$ cat src/rtl/imem_loader_pkg.sv
// imem_loader_pkg: shared state encoding and constants for the instruction loader
package imem_loader_pkg;

    typedef enum logic [2:0] {
        IDLE,
        LEN_HI,
        LEN_LO,
        DATA,
        CHECK,
        DONE,
        ERROR
    } state_t;

    localparam int LEN_BYTES = 2;
    localparam logic [7:0] CSUM_INIT = 8'h00;

    function automatic logic [7:0] csum_step(input logic [7:0] acc, input logic [7:0] b);
        return acc ^ b;
    endfunction

endpackage

$ cat src/rtl/imem_loader_word_packer.sv
// word_packer: packs accepted bytes big-endian into 32-bit words, pulsing word_ready on the 4th byte
module word_packer (
    input  logic        clk,
    input  logic        reset,
    input  logic        clear,
    input  logic        accept,
    input  logic [7:0]  data,
    output logic [31:0] word,
    output logic        word_ready
);

    logic [1:0]  cnt;
    logic [23:0] shift;

    // The 4th byte completes the word combinationally so the top can register it on the same edge
    assign word       = {shift, data};
    assign word_ready = accept && (cnt == 2'd3);

    // Byte counter wraps every word; the shifter always holds the last three bytes seen
    always_ff @(posedge clk) begin
        if (reset || clear) begin
            cnt   <= 2'd0;
            shift <= 24'd0;
        end else if (accept) begin
            cnt   <= cnt + 2'd1;
            shift <= {shift[15:0], data};
        end
    end

endmodule

$ cat src/rtl/imem_loader.sv
// imem_loader: streams a length-prefixed, XOR-checksummed image into instruction memory and releases CPU reset
module imem_loader
    import imem_loader_pkg::*;
#(
    parameter int ADDR_W    = 8,
    parameter int MAX_WORDS = 256
) (
    input  logic        clk,
    input  logic        reset,
    input  logic        start,
    input  logic        in_valid,
    input  logic [7:0]  in_data,
    output logic        in_ready,
    output logic        imem_we,
    output logic [31:0] imem_addr,
    output logic [31:0] imem_wdata,
    output logic        cpu_reset,
    output logic        done,
    output logic        error
);

    state_t              state;
    state_t              next;
    logic [15:0]         len;
    logic [15:0]         len_n;
    logic [7:0]          csum;
    logic [ADDR_W-1:0]   word_index;
    logic                accept;
    logic                start_load;
    logic                last_byte;
    logic                word_ready;
    logic [31:0]         word;

    assign in_ready   = state inside {LEN_HI, LEN_LO, DATA, CHECK};
    assign accept     = in_valid && in_ready;
    assign start_load = start && (state inside {IDLE, DONE, ERROR});
    assign len_n      = {len[15:8], in_data};
    assign last_byte  = word_ready && (16'(word_index) == len - 16'd1);

    word_packer u_packer (
        .clk        (clk),
        .reset      (reset),
        .clear      (start_load),
        .accept     (accept && (state == DATA)),
        .data       (in_data),
        .word       (word),
        .word_ready (word_ready)
    );

    // State register
    always_ff @(posedge clk) begin
        if (reset)
            state <= IDLE;
        else
            state <= next;
    end

    // Next-state logic: length check on LEN_LO, checksum compare on CHECK
    always_comb begin
        next = state;
        case (state)
            IDLE, DONE, ERROR: next = start ? LEN_HI : state;
            LEN_HI:            next = accept ? LEN_LO : state;
            LEN_LO:            next = !accept                      ? state :
                                      (32'(len_n) > MAX_WORDS)     ? ERROR :
                                      (len_n == 16'd0)             ? CHECK : DATA;
            DATA:              next = last_byte ? CHECK : state;
            CHECK:             next = !accept ? state : (in_data == csum) ? DONE : ERROR;
            default:           next = IDLE;
        endcase
    end

    // Length capture, running checksum over everything but the checksum byte, word index advance
    always_ff @(posedge clk) begin
        if (reset || start_load) begin
            len        <= 16'd0;
            csum       <= CSUM_INIT;
            word_index <= '0;
        end else begin
            if (accept && state == LEN_HI)
                len[15:8] <= in_data;
            if (accept && state == LEN_LO)
                len <= len_n;
            if (accept && state inside {LEN_HI, LEN_LO, DATA})
                csum <= csum_step(csum, in_data);
            if (word_ready)
                word_index <= word_index + 1'b1;
        end
    end

    // Registered outputs; status flags follow the state being entered so they line up with it
    always_ff @(posedge clk) begin
        if (reset) begin
            imem_we    <= 1'b0;
            imem_addr  <= 32'd0;
            imem_wdata <= 32'd0;
            cpu_reset  <= 1'b1;
            done       <= 1'b0;
            error      <= 1'b0;
        end else begin
            imem_we   <= word_ready;
            cpu_reset <= next != DONE;
            done      <= next == DONE;
            error     <= next == ERROR;
            if (word_ready) begin
                imem_addr  <= 32'({word_index, 2'b00});
                imem_wdata <= word;
            end
        end
    end

endmodule

$ cat config.mk
export PLATFORM = sky130hd
export DESIGN_NAME = imem_loader
export DESIGN_NICKNAME = d
export VERILOG_FILES = /design/src/rtl/imem_loader_pkg.sv /design/src/rtl/imem_loader_word_packer.sv /design/src/rtl/imem_loader.sv
export SDC_FILE = /design/constraint.sdc
export NUM_CORES = 1
export LEC_CHECK = 0
export CAP_MARGIN = 20
export CORE_ASPECT_RATIO = 0.5
export CORE_UTILIZATION = 41
export CTS_BUF_LIST = sky130_fd_sc_hd__clkbuf_8
export DETAILED_ROUTE_END_ITERATION = 8
export PLACE_DENSITY = 0.72
export SYNTH_ARGS = -nofsm -noshare
export SYNTH_HDL_FRONTEND = slang
export SYNTH_SLANG_ARGS = --single-unit
export TNS_END_PERCENT = 10
$ cat constraint.sdc
create_clock -name clk -period 2.46 [get_ports clk]
set_input_delay 0.369 -clock clk [delete_from_list [all_inputs] [get_ports clk]]
set_output_delay 0.369 -clock clk [all_outputs]
set_load 0.01 [all_outputs]
**Word level (Yosys, flattened, before mapping)**

Index checks and enable logic that the tools add are counted.

- Flip-flop bits (word level): 105
- Input port bits: 12
- Output and inout bits: 69

- Add/sub/neg operators: 3
- Order comparisons: 1
- Equal/unequal tests: 12
- Multiplexer cells: 9
- Bitwise logic cells: 2
- Reductions and logical operators: 16

Operators by type and width:

| operator | count |
|---|---|
| $mux W3 | 7 |
| $eq A8 B16 Y1 | 1 |
| $gt A16 B9 Y1 const B | 1 |
| $logic_not A16 Y1 | 1 |
| $sub A16 B1 Y16 const B | 1 |
| $eq A3 B3 Y1 const B | 5 |
| $pmux W3 S5 | 1 |
| $add A8 B1 Y8 const B | 1 |
| $eq A8 B8 Y1 | 1 |
| $logic_and A1 B1 Y1 | 8 |
| $xor A8 B8 Y8 | 1 |
| $eq A3 B2 Y1 const B | 2 |
| $reduce_bool A3 Y1 | 2 |
| $reduce_bool A4 Y1 | 1 |
| $eq A3 B1 Y1 const B | 1 |
| $logic_not A3 Y1 | 1 |
| $ne A3 B3 Y1 const B | 1 |
| $reduce_or A3 Y1 | 1 |
| $add A2 B1 Y2 const B | 1 |
| $eq A2 B2 Y1 const B | 1 |
| $mux W2 | 1 |
| $reduce_and A2 Y1 | 1 |
| $logic_or A1 B1 Y1 | 1 |
| $not A1 Y1 | 1 |

**Depth between registers and ports, before layout**

- Word-level depth: 9
- Mapped depth: 8

**By module**

A second synthesis with hierarchy kept.

- Cells, all modules: 529
- Area total of the unflattened synthesis: 4802.1 um^2

By module, submodules not included:

| module | times used | cells an instance | area an instance (um^2) | seq. area each (um^2) |
|---|---|---|---|---|
| imem_loader | 1 | 434 | 3762.4 | 1581.5 |
| word_packer | 1 | 95 | 1039.7 | 520.5 |

**Least setup slack after synthesis**

Ideal clock, no wire load.

- Path type: register to register
- From: register len[0]
- To: register cpu_reset
- Library setup time: 129 ps
- Arrival: 2172 ps
- Data required time: 2331 ps
- Setup slack: 160 ps
- Stages on the path, launching flop included: 9
- Buffers on the path: 0
- Cell sequence: dfxtp_1 -> inv_1 -> ha_1 -> xnor2_1 -> or4_1 -> a211o_1 -> a2111oi_4 -> o2111a_2 -> o211ai_1

- Longest elaborated chain between the ends: 6

Ends and longest elaborated chain:

| what | line | source |
|---|---|---|
| from (decl) | imem_loader.sv:24 | `logic [15:0] len;` |
| from (signal assigned) | imem_loader.sv:83 | `len <= len_n;` |
| $sub A16 B1 Y16 | imem_loader.sv:38 | `assign last_byte = word_ready && (16'(word_index) == len - 16'd1);` |
| $eq A8 B16 Y1 | imem_loader.sv:38 |  |
| $logic_and A1 B1 Y1 | imem_loader.sv:38 |  |
| $mux W3 | imem_loader.sv:67 | `DATA: next = last_byte ? CHECK : state;` |
| $pmux W3 S5 | imem_loader.sv:61 | `case (state)` |
| $ne A3 B3 Y1 | imem_loader.sv:102 | `cpu_reset <= next != DONE;` |
| to (signal assigned) | imem_loader.sv:97 | `cpu_reset <= 1'b1;` |
| to (signal assigned) | imem_loader.sv:102 |  |
| to (decl) | imem_loader.sv:17 | `output logic cpu_reset,` |

No other way between the ends.
A chain may end at the register's enable or synchronous reset.

**Worst setup path after layout**

Ends and elaborated chain as after synthesis.

==> impl_metrics.toml <==
[run_status]
status = "finished clean"

[routing]
routed_via_density = 5.03
routedWlPerCell_um = 13.7
ant_nets = 0
num_vias = 4056
drc = 0
drtIter0Drc = 339
drtPass1Iterations = 4
routed_wl_um = 11100

[setup_path]
crit_buf_inv = 1
reg2regPathDepth = 8
critPathTopFamily = "compound AO/OA/AOI/OAI gates"
reg2reg_from = "len[0]"
crit_chain = "inv_1 > ha_1 > xnor2_1 > or4_1 > a211o_1 > a2111oi_4 > o2111a_2 > o211ai_1"
required_ps = 2720
max_stage_delay_ps = 390
cpMaxStageDelayCell = "or4_1"
path_max_fanout = 6
critPathCaptureType = "register"
crit_path_start_kind = "register"
crit_path_start = "len[0]"
critPathKind = "register to register"
r2r_end = "cpu_reset"
arrival_ps = 2580
r2r_slack_ps = 140

[hold_path]
min_path_cells = 2
holdCritStartpoint = "u_packer.shift[20]"
holdPathEnd = "imem_wdata[28]"
holdCritPathClass = "register to register"

[placement]
io_buffers = 56
place_congestion = 0.812
hpwl_um = 7760
placed_cell_area_sq_um = 5440

[floorplan]
start_util_pct = 42.6
chipWidth_um = 154
num_io_pins = 81
core_area_sq_um = 11100
rows = 27
dieArea_sq_um = 12000
die_h_um = 77.9

[grt]
grt_most_used_layer = "met2"
grt_max_degree = 59
grt_pass1_wl_um = 18200
grt_usage_pct = 19.1
antenna_found_initial = 0
overflow = 0
grtUsageMet1_pct = 26.0
grt_use_met3_pct = 3.63
grt_util_met2_pct = 30.5
grt_pass1_vias = 3591

[cells_and_area]
final_common_cell = "nand2_1"
seqCellArea_sq_um = 2100
layout_common_cells = "185 x nand2_1, 104 x dfxtp_1, 90 x a21oi_1"
syn_to_final_growth_pct = 19.1
diodes = 0
layout.nets = 671
final_area_sq_um = 5620
nFillCells = 1073
multiInputGateArea_sq_um = 2330
drive_gt1_share_pct = 8.32

[run]
drv_cap = 0

[clock_tree]
cts.sinks = 105
cts_max_level = 3
clock_latency_ps = 380
clk_pin_slew_ps = 100
numCtsBuffers = 9
cts_buffer_depth = 2
cts_tree = "built"
clock-root-buffer = "clkbuf_8"

[sta]
hold_ws_ps = 458
period_share_pct = 94.4
rsz0062_at_grt = "false"
fmax_mhz = 430
tightest_slew_ps = 560
fin_crit_ps = 2320
max-slew-margin-rel_pct = 62.6
hold_viol = 0
setup_viol = 0
tns_ps = 0
finClkSkew_ps = 9.91
slew_viol_final = 0

[power_and_ir_drop]
peakVddDrop_uv = 350
p_sw_w = 0.000832
power.internal_w = 0.00226
power_w = 0.00309
power_density_nw_per_um2 = 550
pwr-share-clk_pct = 32.6
p_leak_nw = 1.99
pwr-share-comb_pct = 11.1
p_seq_share_pct = 56.3
switching_share_pct = 26.9

[synth]
synth_top_flop_cell = "dfxtp_1"
synth_area_leader_cell = "dfxtp_1"
ys_warn_count = 0
avgSynthCellArea_sq_um = 7.81
ys_seq_elements = 105
synthCells = 604
yosysUniqueCellTypes = 50
synth-edff-count = 0
yosysSeqAreaShare_pct = 44.6
synthArstFlopShare_pct = 0
synth.top_cell.area_share_pct = 44.6
synth_area_sq_um = 4720
synthTopCellsByArea = "dfxtp_1 45%, nand2_1 15%, a21oi_1 9.5%, xor2_1 4.6%, buf_4 3.8%"
[worst max path at each step]
stage / cells after the start / endpoint
detailed placement: 8 / state[0]
CTS: 8 / cpu_reset
floorplan: 8 / cpu_reset
finish: 8 / cpu_reset
global placement: 7 / error
global route: 7 / error
[flip-flops by register name (all words and copies together) (netlist names)]
signal,cells
cpu_reset,1
csum,8
done,1
error,1
imem_addr,8
imem_wdata,32
imem_we,1
len,16
state,3
u_packer.cnt,2
u_packer.shift,24
word_index,8
[power groups by stage]
stage          logic, W  registers [W]  clock network, W
2_1_floorplan  0.000263        0.00177                 0
3_3_place_gp   0.000336        0.00178                 0
3_5_place_dp   0.000339        0.00178                 0
4_1_cts        0.000341        0.00174           0.00102
5_1_grt        0.000377        0.00174           0.00111
6_report       0.000343        0.00174           0.00101
[worst reg2reg max path, cell delays in order (launching register included)]
cell and delay, ps:
dfxtp_2 380, inv_1 60, ha_1 290, xnor2_1 120, or4_1 390, a211o_1 270, a2111oi_4 260, o2111a_2 310
o211ai_1 120
[through the flow]
stage               instances  setup WS, ps  utilization [%]
floorplan                 627           160                -
global placement          790           102             49.1
detailed placement        790          62.9             49.1
CTS                       806          80.6             50.7
global route              806          36.6             50.7
finish                    806           137             50.7
[cell type report]
class | count | area share [%]
multi-input cells | 449 | 41.5
flip-flops and latches | 105 | 37.4
repair buffers | 87 | 14.3
well taps | 145 | 3.23
clock buffers | 10 | 2.45
clock inverters | 6 | 0.780
inverters | 4 | 0.267
[cells by family (layout without fill, tap and decap cells)]
logic type	after synthesis	after routing	synth area share [%]
flip-flops	105	105	44.6
AO/OA/AOI/OAI	119	119	14.7
buffers and inverters	73	107	7.93
XOR/XNOR	36	36	6.68
AND/OR/NAND/NOR	266	266	25.1
adder cells (fa/ha/maj)	3	3	0.796
multiplexers	1	1	0.212
other	1	24	0.0795
[Yosys cell counts, types with 2 or more instances]
| master | number |
|---|---|
| nand2_1 | 185 |
| dfxtp_1 | 105 |
| a21oi_1 | 90 |
| clkbuf_1 | 38 |
| nor2_1 | 28 |
| xor2_1 | 25 |
| buf_4 | 24 |
| xnor2_1 | 11 |
| nor4_1 | 10 |
| nand2b_1 | 9 |
| o21ai_0 | 8 |
| nor3_1 | 7 |
| buf_1 | 4 |
| inv_1 | 4 |
| nand4_1 | 4 |
| ha_1 | 3 |
| or3_1 | 3 |
| a21boi_0 | 2 |
| a31oi_1 | 2 |
| and2_1 | 2 |
| and3_1 | 2 |
| nand3_1 | 2 |
| nand4b_1 | 2 |
| nor2b_1 | 2 |
| nor3b_1 | 2 |
| nor4_4 | 2 |
| o211a_1 | 2 |
| o21a_1 | 2 |
| o31a_1 | 2 |
| o31ai_1 | 2 |
[layer usage]
layer / wire (um) / vias up / share of wire [%]
li1: - / 2046 / -
met1: 5430 / 1880 / 49
met2: 5000 / 114 / 45
met3: 473 / 16 / 4.3
met4: 162 / 0 / 1.5
met5: 0 / - / 0
[timing repair]
action	4_1_cts	5_1_grt
hold endpoints to repair	0	0
setup endpoints to repair	0	2
resized for setup	0	1
hold buffers	0	0
setup buffers	0	0
(Power assumes the default switching activity.)
==> RTL edit (same settings) <==
`ADDR_W`: 8 -> 9.
--- a/src/rtl/imem_loader.sv
+++ b/src/rtl/imem_loader.sv
@@ -2,7 +2,7 @@
 module imem_loader
     import imem_loader_pkg::*;
 #(
-    parameter int ADDR_W    = 8,
+    parameter int ADDR_W    = 9,
     parameter int MAX_WORDS = 256
 ) (
     input  logic        clk,
Check against the original RTL: no difference found for any inputs over 10 cycles, from zero or initial values and one cycle with reset high; that may be too few to reach the edited logic, so the function may still have changed.
==> RTL edit against the unedited design <==
The run now ends with setup timing left. Final cell count increased by 4.1%. Worst setup slack worse by 0.18 ns. Sequential cell count is 2 higher. Synthesized area rose by 1.4%. Power increased by 5.9%. Via count rose by 4.0%. Non-clock buffer count up 21. Highest routed layer unchanged. Wire length up 1.3%. Cell area rose by 4.4%. Clock power up 12%. Count of clock-buffer cells in the layout fell by 1.
==> RTL edit: results (changes against the unedited design) <==
result of the run finished with violations (was complete, no violations); worst hold slack across all endpoints 0.4591 ns (was 0.4584 ns); non-clock inverter total of the final layout 8 (was 4); pin count of the biggest net entering global routing 60 (was 59); Switching Power 0.8777 mW (was 0.8317 mW); fraction of layout instances using a drive strength above 1 12.21% (was 8.321%); final-report setup violation count 1 (was 0); worst setup slack before clock tree synthesis -0.1809 ns (was 0.06292 ns); biggest fanout along the worst timing path 4 (was 6); peak supply drop 0.3530 mV (was 0.3502 mV); # placed instances 823 (was 790); distinct cell type count after synthesis 53 (was 50); worst clock skew 0.009708 ns (was 0.009908 ns); final critical-path setup slack -0.04638 ns (was 0.1370 ns); sequential cell count 107 (was 105); mean instance size in the synthesized netlist 7.970 sq um (was 7.812 sq um); hold path startpoint imem_wdata[14] (was u_packer.shift[20]); cell types with the highest counts after synthesis 172 x sky130_fd_sc_hd__nand2_1, 107 x sky130_fd_sc_hd__dfxtp_1, 81 x sky130_fd_sc_hd__a21oi_1 (was 185 x sky130_fd_sc_hd__nand2_1, 105 x sky130_fd_sc_hd__dfxtp_1, 90 x sky130_fd_sc_hd__a21oi_1); maximum cell stage delay along the critical path 0.49 ns (was 0.39 ns); non-clock buffer instance count of the final layout 108 (was 87); fill cell total of the finished layout 1,076 (was 1,073); vias in the first global route 3,848 (was 3,591); Via-to-Cell Ratio 5.030 (was 5.032); Total Wirelength 11.20 mm (was 11.06 mm); data arrival time of the critical path 2.78 ns (was 2.58 ns); violations in the final reports setup timing; count of multi-input gates 441 (was 449); Total Neg Setup Slack -0.04638 ns (was 0 ns)
-- RTL edit: cell types whose count changed in the layout (fill, tap and decap cells not counted), moves of 3 or more --
cell / delta
sky130_fd_sc_hd__buf_4: +20
sky130_fd_sc_hd__nand2_1: -13
sky130_fd_sc_hd__a21oi_1: -9
sky130_fd_sc_hd__nor2_1: +8
sky130_fd_sc_hd__mux2i_1: +7
sky130_fd_sc_hd__nand4_1: +6
sky130_fd_sc_hd__nand2b_1: -5
sky130_fd_sc_hd__a211oi_1: +3
sky130_fd_sc_hd__nor3_1: -3
sky130_fd_sc_hd__nor4_1: -3
-- RTL edit: cells by family after synthesis --
logic type,Yosys count,synth area share [%]
AOI/OAI and AO/OA,117,14.18
buffers and inverters,74,9.053
and+or+nand+nor,254,22.76
DFF,107,44.79
muxes,9,1.910
xor gates and xnor gates,34,6.227
adders and majority gates,4,0.9943
other,1,0.07842
-- RTL edit: routing by layer --
metal  up-vias  global-route usage, %  wire (um)
li1       2108                      -          -
met1      1971                  25.87       5474
met2       129                  30.81       5044
met3        12                  3.976        553
met4         0                  6.238        125
met5         -                      0          0
-- RTL edit: power groups by stage --
| stage | Combinational [mW] | Sequential [mW] | Clock [mW] |
|---|---|---|---|
| 6_report | 0.375 | 1.77 | 1.13 |
| 5_1_grt | 0.410 | 1.77 | 1.22 |
| 4_1_cts | 0.371 | 1.77 | 1.15 |
| 3_5_place_dp | 0.366 | 1.81 | 0 |
| 3_3_place_gp | 0.362 | 1.80 | 0 |
| 2_1_floorplan | 0.267 | 1.80 | 0 |
-- RTL edit: worst min-delay path, delay by kind of cell, from the launching register on --
family             cells  cell delay [ns]
AOI/OAI and AO/OA      1             0.05
DFF                    1             0.32
and+or+nand+nor        1             0.05
